==> config.mk <==
export PLATFORM = sky130hd
export DESIGN_NAME = spi_slave_gen2
export DESIGN_NICKNAME = d
export VERILOG_FILES = /design/src/rtl/spi_slave_gen2.sv
export SDC_FILE = /design/constraint.sdc
export NUM_CORES = 1
export LEC_CHECK = 0
export BUFFER_PORTS_ARGS = -buffer_cell sky130_fd_sc_hd__buf_2
export CORE_MARGIN = 8
export CORE_UTILIZATION = 32
export CTS_BUF_LIST = sky130_fd_sc_hd__clkbuf_4 sky130_fd_sc_hd__clkbuf_8
export DETAILED_ROUTE_END_ITERATION = 12
export PLACE_DENSITY = 0.54
export SLEW_MARGIN = 20
export SYNTH_ARGS = -nofsm -noshare
export SYNTH_HDL_FRONTEND = slang
export SYNTH_SLANG_ARGS = --single-unit
==> constraint.sdc <==
create_clock -name clk -period 2.7 [get_ports clk]
set_clock_uncertainty 0.15 [all_clocks]
set_input_delay 0.135 -clock clk [delete_from_list [all_inputs] [get_ports clk]]
set_output_delay 0.135 -clock clk [all_outputs]
set_load 0.05 [all_outputs]
==> src/rtl/spi_slave_gen2.sv <==
// spi_slave_gen2: clock-sampled SPI slave. A direction bit selects a write
// frame or a two-step read (address frame, then data frame); completing the
// data frame arms a MISO shift of the next accepted tx_data word.
module spi_slave_gen2 #(
  parameter int DATA_W    = 8,
  parameter bit LSB_FIRST = 1'b0,
  localparam int FRAME_W  = DATA_W + 2
) (
  input  logic               clk,
  input  logic               rst,
  input  logic               SS_n,
  input  logic               MOSI,
  input  logic [DATA_W-1:0]  tx_data,
  input  logic               tx_valid,
  output logic               MISO,
  output logic [FRAME_W-1:0] rx_data,
  output logic               rx_valid,
  output logic               frame_err,
  output logic               tx_busy
);

  localparam int RX_CW = $clog2(FRAME_W + 1);
  localparam int TX_CW = $clog2(DATA_W + 1);

  localparam logic [RX_CW-1:0] RX_ONE  = RX_CW'(1);
  localparam logic [RX_CW-1:0] RX_FULL = RX_CW'(FRAME_W);
  localparam logic [RX_CW-1:0] RX_LAST = RX_CW'(FRAME_W - 1);
  localparam logic [TX_CW-1:0] TX_ONE  = TX_CW'(1);
  localparam logic [TX_CW-1:0] TX_LAST = TX_CW'(DATA_W);

  typedef enum logic [2:0] {
    IDLE,
    CHK_CMD,
    WRITE,
    READ_ADD,
    READ_DATA
  } state_t;

  state_t             cs;
  logic [RX_CW-1:0]   rx_cnt;
  logic [FRAME_W-2:0] rx_shreg;
  logic               rd_addr_flag;
  logic               armed;
  logic [DATA_W-1:0]  tx_shreg;
  logic [TX_CW-1:0]   tx_cnt;
  logic               rd_data_done;

  // Last payload bit of a READ_DATA frame is being sampled on this edge.
  assign rd_data_done = (cs == READ_DATA) && !SS_n && (rx_cnt == RX_LAST);

  // Command decode, frame reception, abort detection and read-address flag.
  always_ff @(posedge clk or posedge rst) begin
    if (rst) begin
      cs           <= IDLE;
      rx_cnt       <= '0;
      rx_shreg     <= '0;
      rx_data      <= '0;
      rx_valid     <= 1'b0;
      frame_err    <= 1'b0;
      rd_addr_flag <= 1'b0;
    end else begin
      rx_valid  <= 1'b0;
      frame_err <= 1'b0;
      case (cs)
        IDLE: begin
          if (!SS_n) begin
            cs     <= CHK_CMD;
            rx_cnt <= '0;
          end
        end
        CHK_CMD: begin
          rx_cnt <= '0;
          if (SS_n)
            cs <= IDLE;
          else if (!MOSI)
            cs <= WRITE;
          else if (rd_addr_flag)
            cs <= READ_DATA;
          else
            cs <= READ_ADD;
        end
        WRITE, READ_ADD, READ_DATA: begin
          if (SS_n) begin
            cs <= IDLE;
            // A completed frame (rx_cnt == FRAME_W) never reports an abort.
            if ((rx_cnt != '0) && (rx_cnt < RX_FULL))
              frame_err <= 1'b1;
          end else if (rx_cnt < RX_FULL) begin
            rx_shreg <= {rx_shreg[FRAME_W-3:0], MOSI};
            rx_cnt   <= rx_cnt + RX_ONE;
            // The final bit goes straight into rx_data so rx_valid lands
            // on the cycle right after it is sampled.
            if (rx_cnt == RX_LAST) begin
              rx_data  <= {rx_shreg, MOSI};
              rx_valid <= 1'b1;
              if (cs == READ_ADD)
                rd_addr_flag <= 1'b1;
              else if (cs == READ_DATA)
                rd_addr_flag <= 1'b0;
            end
          end
        end
        default: cs <= IDLE;
      endcase
    end
  end

  // Arming after a read-data frame, tx_data capture and MISO shifting.
  always_ff @(posedge clk or posedge rst) begin
    if (rst) begin
      armed    <= 1'b0;
      tx_busy  <= 1'b0;
      MISO     <= 1'b0;
      tx_shreg <= '0;
      tx_cnt   <= '0;
    end else begin
      if (tx_busy) begin
        if (SS_n) begin
          tx_busy <= 1'b0;
          MISO    <= 1'b0;
          armed   <= 1'b0;
        end else if (tx_cnt == TX_LAST) begin
          tx_busy <= 1'b0;
          MISO    <= 1'b0;
        end else begin
          MISO     <= LSB_FIRST ? tx_shreg[0] : tx_shreg[DATA_W-1];
          tx_shreg <= LSB_FIRST ? (tx_shreg >> 1) : (tx_shreg << 1);
          tx_cnt   <= tx_cnt + TX_ONE;
        end
      end else if (armed && tx_valid && !SS_n) begin
        // First bit is driven from the capture edge itself.
        armed    <= 1'b0;
        tx_busy  <= 1'b1;
        MISO     <= LSB_FIRST ? tx_data[0] : tx_data[DATA_W-1];
        tx_shreg <= LSB_FIRST ? (tx_data >> 1) : (tx_data << 1);
        tx_cnt   <= TX_ONE;
      end
      if (rd_data_done)
        armed <= 1'b1;
    end
  end

endmodule

Yosys cells after proc, flatten, opt, wreduce, memory -nomap -nowiden
Cells that the tools add are included.
{"block": "word_totals", "inputBits": 13, "register_bits": 44, "out_inout_bits": 14, "elab_cells": 88}
{"block": "op_classes", "magnitude_cmp": 1, "bitwise": 1, "muxes": 39, "reduce_logical": 20, "eq_ne": 13, "add_sub_neg": 2}
{"op": "$mux 8", "count": 4}
{"op": "$mux 4", "count": 7}
{"op": "$mux 1", "count": 21}
{"op": "$mux 3", "count": 5}
{"op": "$ne 2x2->1 const B", "count": 6}
{"op": "$pmux 4 s3", "count": 1}
{"op": "$pmux 3 s3", "count": 1}
{"op": "$add 4x1->4 const B", "count": 2}
{"op": "$eq 4x4->1 const B", "count": 2}
{"op": "$reduce_and 4->1", "count": 2}
{"op": "$eq 3x2->1 const B", "count": 2}
{"op": "$reduce_and 3->1", "count": 2}
{"op": "$reduce_bool 3->1", "count": 2}
{"op": "$logic_and 1x1->1", "count": 5}
{"op": "$reduce_and 5->1", "count": 1}
{"op": "$lt 4x4->1 const B", "count": 1}
{"op": "$reduce_and 2->1", "count": 2}
{"op": "$reduce_bool 2->1", "count": 2}
{"op": "$reduce_bool 4->1", "count": 1}
{"op": "$eq 3x1->1 const B", "count": 1}
{"op": "$eq 3x3->1 const B", "count": 1}
{"op": "$logic_not 3->1", "count": 1}
{"op": "$ne 3x2->1 const B", "count": 1}
{"op": "$reduce_or 3->1", "count": 1}
{"op": "2 further kinds", "count": 2}

Longest topological paths before layout
{"block": "logic_depth", "word_depth": 5, "depth_mapped": 6, "depth_no_buf": 6}

Least setup slack after synthesis
Ideal clock, no wire load.
{"block": "synth_timing", "kind": "reg-to-reg", "start": "register rx_cnt[1]", "end": "register rx_data[0]", "path_slack_ps": 723, "arrival_ps": 1702, "stages_incl_launch_ff": 7, "setup_time_ps": 125, "path_cell_list": "dfrtp_1 > inv_1 > ha_1 > or4b_4 > nor2b_4 > buf_12 > mux2_4"}
{"block": "synth_via", "elab_chain_cells": 2, "elab_cells_between_ends": 3}
{"element": "start: declaration", "line_no": "40", "source": "logic [RX_CW-1:0] rx_cnt;"}
{"element": "start signal: assignment", "line_no": "90", "source": "rx_cnt <= rx_cnt + RX_ONE;"}
{"element": "$lt 4x4->1 / $eq 4x4->1 (equally long branches)", "line_no": "88, 93"}
{"element": "$reduce_and 4->1 (no line) (*)"}
{"element": "end signal: assignment", "line_no": "94", "source": "rx_data <= {rx_shreg, MOSI};"}
{"element": "end: declaration", "line_no": "16", "source": "output logic [FRAME_W-1:0] rx_data,"}
Every way passes the cells marked *; elsewhere a longest branch is shown, timed or not.
A chain may end at the register's enable or synchronous reset.

Final worst setup path
{"block": "layout_timing", "start": "register rx_cnt[1]", "end": "register rx_data[9]"}
The elaborated chain is that of the path after synthesis.

==> flow_metrics.env <==
export IMPL_status="finished clean"
export IMPL_path_class="flop to flop"
export IMPL_synth_seq_cells=43
export IMPL_worstPathCellList="inv_1, ha_1, or4b_4, nor2b_4, mux2_2"
export IMPL_worst_pin_slew_ns=0.911
export IMPL_synth_enable_flop_cells=0
export IMPL_p_int_w=0.00105
export IMPL_hold_path_depth=2
export IMPL_wl_met1_mm=1.75
export IMPL_die_h_um=94.7
export IMPL_grt_pass1_vias=1372
export IMPL_drtPass1Iterations=4
export IMPL_min_path_type="input port to flop"
export IMPL_drt_iter0_markers=38
export IMPL_dr_wl_met2_mm=1.69
export IMPL_grt_overflow=0
export IMPL_wl_mm=3.76
export IMPL_grt_pass1_wl_mm=6.50
export IMPL_r2r_start="rx_cnt[1]"
export IMPL_syn_nets=187
export IMPL_worstSetupEndpointType="flop"
export IMPL_via_per_inst=4.62
export IMPL_clock_fmax_ghz=0.444
export IMPL_pwr_density_cell_nw_per_um2=580
export IMPL_synthDistinctLibCells=35
export IMPL_start_util_pct=33.3
export IMPL_fin_crit_sh_pct=83.4
export IMPL_slowest_stage="or4b_4"
export IMPL_rows=28
export IMPL_post_cts_setup_buffer_count=0
export IMPL_min_to="cs[2]"
export IMPL_cap_violations=0
export IMPL_async_flop_share_pct=100
export IMPL_switchingPower_w=0.000329
export IMPL_seq_area_um2=1080
export IMPL_synth_area_per_cell_um2=11.7
export IMPL_reg2reg_depth=5
export IMPL_ys_top_cells_by_area="dfrtp_1 54%, mux2_4 6.8%, mux2_2 5.7%, ha_1 3.2%, inv_1 3.0%"
export IMPL_cts_tree="yes"
export IMPL_syn_inst=169
export IMPL_rsz0062_at_grt="false"
export IMPL_synth_seq_area_share_pct=54.3
export IMPL_gp_congestion=0.760
export IMPL_ios=27
export IMPL_switching_share_pct=23.8
export IMPL_n_fill_cell=601
export IMPL_worstPathArrival_ns=2.28
export IMPL_regToRegEndpoint="rx_data[9]"
export IMPL_portBuffers=26
export IMPL_insertion_delay_ns=0.29
export IMPL_detailed_place_hpwl_mm=2.68
export IMPL_core_um2=5960
export IMPL_ys_flop_type="dfrtp_1"
export IMPL_antennaDiodeCount=0
export IMPL_finalPower_w=0.00138
export IMPL_period_minus_slack_ns=2.25
export IMPL_grt_max_degree=28
export IMPL_power_frac_clock_pct=35.9
export IMPL_synthToLayoutAreaGrowth_pct=19.9
export IMPL_grt_usage_pct=9.17
export IMPL_startpoint_type="flop"
export IMPL_p_leak_nw=1.22
export IMPL_seqPwrFrac_pct=54.1
export IMPL_clockBufferDepth=2
export IMPL_final_setup_tns_ns=0
export IMPL_place_inst=264
export IMPL_max_stage_delay_ns=0.50
export IMPL_ant_nets=0
export IMPL_wl_met3_um=282
export IMPL_slew_viol_final=0
export IMPL_pre_cts_ws_ns=0.469
export IMPL_drc=0
export IMPL_drive_gt1_share_pct=28.0
export IMPL_antenna_found_initial=0
export IMPL_wl_per_cell_um=13.3
export IMPL_yosysWarnings=0
export IMPL_yosysTopAreaCellShare_pct=54.3
export IMPL_h_tree_depth=2
export IMPL_vdd_ir_drop_max_mv=0.260
export IMPL_relSlewSlack_pct=38.9
export IMPL_setup_viol=0
export IMPL_clk_pin_slew_ns=0.09
export IMPL_synth_largest_area_cell="dfrtp_1"
export IMPL_power_frac_comb_pct=10.0
export IMPL_cts_made_buffers=5
export IMPL_cts_root_buf="clkbuf_8"
export IMPL_r2r_slack_ns=0.45
export IMPL_hold_violations=0
export IMPL_vias=1303
export IMPL_multi_input_area_um2=797
export IMPL_die_area_um2=8970
export IMPL_finalNonFillerCells=282
export IMPL_hold_ws_ns=0.0364
export IMPL_cts_num_sinks=43
export IMPL_critPathRequiredTime_ns=2.73
export IMPL_worstHoldStart="SS_n"
export IMPL_finalWorstSetupSlack_ns=0.448
export IMPL_syn_cell_area_um2=1980
export IMPL_path_max_fanout=11
export IMPL_die_w_um=94.7
export IMPL_highest_layer="met4"
export IMPL_finish_net_count=224
## layout make-up
| class | instances | area share (%) |
|---|---|---|
| clock buffer | 5 | 2.89 |
| multi-input combinational | 103 | 33.5 |
| inverter | 16 | 2.53 |
| sequential | 43 | 45.3 |
| timing repair buffer | 37 | 10.0 |
| tap | 75 | 3.95 |
| clock inverter | 3 | 1.84 |
## logic make-up (layout without fill, tap and decap cells)
logic type      count (synthesis)  count (layout)  share of synthesized area [%]
fa+ha+maj                       5               5                           3.16
mux                            22              22                           14.0
simple gates                   41              41                           11.7
buf+inv                        23              61                           5.49
compound gates                 33              33                           10.5
xor+xnor                        2               2                          0.884
flops                          43              43                           54.3
## power groups by stage
| stage | logic, W | registers, W | clock network, W |
|---|---|---|---|
| 2_1_floorplan | 0.000113 | 0.000736 | 0 |
| 3_3_place_gp | 0.000128 | 0.000758 | 0 |
| 3_5_place_dp | 0.000129 | 0.000759 | 0 |
| 4_1_cts | 0.000141 | 0.000746 | 0.000524 |
| 5_1_grt | 0.000156 | 0.000757 | 0.000547 |
| 6_report | 0.000138 | 0.000746 | 0.000496 |
## per-stage QoR
step,util [%],area [um2]
5_1_grt,39.9,2380
3_5_place_dp,36.3,2160
4_1_cts,39.9,2380
6_report,39.9,2380
3_3_place_gp,36.3,2160
2_1_floorplan,-,1980
## state kept, by name, summed over array words and instances, names as in the netlist
signal,count
cs,3
tx_shreg,7
tx_busy,1
armed,1
tx_cnt,4
rd_addr_flag,1
rx_cnt,4
rx_data,10
MISO,1
frame_err,1
rx_valid,1
rx_shreg,9
## synth_stat cells (4+ instances only)
master and n:
a21oi_1 11, buf_2 5, dfrtp_1 43, ha_1 5
inv_1 16, mux2_2 10, mux2_4 9, nand2_1 7
nor2_1 9, nor3_1 4, o21ai_0 7, o22ai_1 7
## metal layers
metal	vias to the layer above	GRT usage (%)
met2	26	14.2
met4	0	3.51
met3	4	4.13
met5	-	0
li1	663	-
met1	610	10.9
## placed cells by master, fill, tap and decap left out, drive strengths merged
cell type,n
nand3,3
a41o,1
nand2,7
inv,15
o21ai,7
nand2b,1
a32o,1
or2,2
a21oi,11
o22ai,7
nand3b,3
nor3,4
clkbuf,5
o211a,2
nor3b,3
mux2i,3
mux2,19
a22o,2
o2bb2ai,1
nand4,2
dfrtp,43
nor2,9
or4b,1
xor2,2
nor2b,3
and2,2
clkinv,3
and3,1
ha,5
o31ai,1
bufinv,1
dlygate4sd3,10
buf,27
## critical path: cells and delay by family (launching register included)
family	cells	cell delay (ns)
adders and majority gates	1	0.15
buffers and inverters	1	0.12
DFF	1	0.44
muxes	1	0.38
and+or+nand+nor	2	0.89
## worst max-delay path by stage
stage,startpoint,to,slack [ns],depth (start not counted)
CTS,rx_cnt[1],rx_data[9],0.43,5
finish,rx_cnt[1],rx_data[9],0.45,5
floorplan,rx_cnt[1],rx_data[0],0.72,6
detailed placement,rx_cnt[1],rx_data[9],0.47,5
global route,rx_cnt[1],rx_data[9],0.34,5
global placement,rx_cnt[1],rx_data[9],0.49,5
## timing repair
action,in CTS,in global routing
endpoints found under the setup margin,0,0
resized for setup,0,0
endpoints found under the hold margin,36,0
hold buffers,10,0
Note: power is estimated with default switching activity, not from simulation.
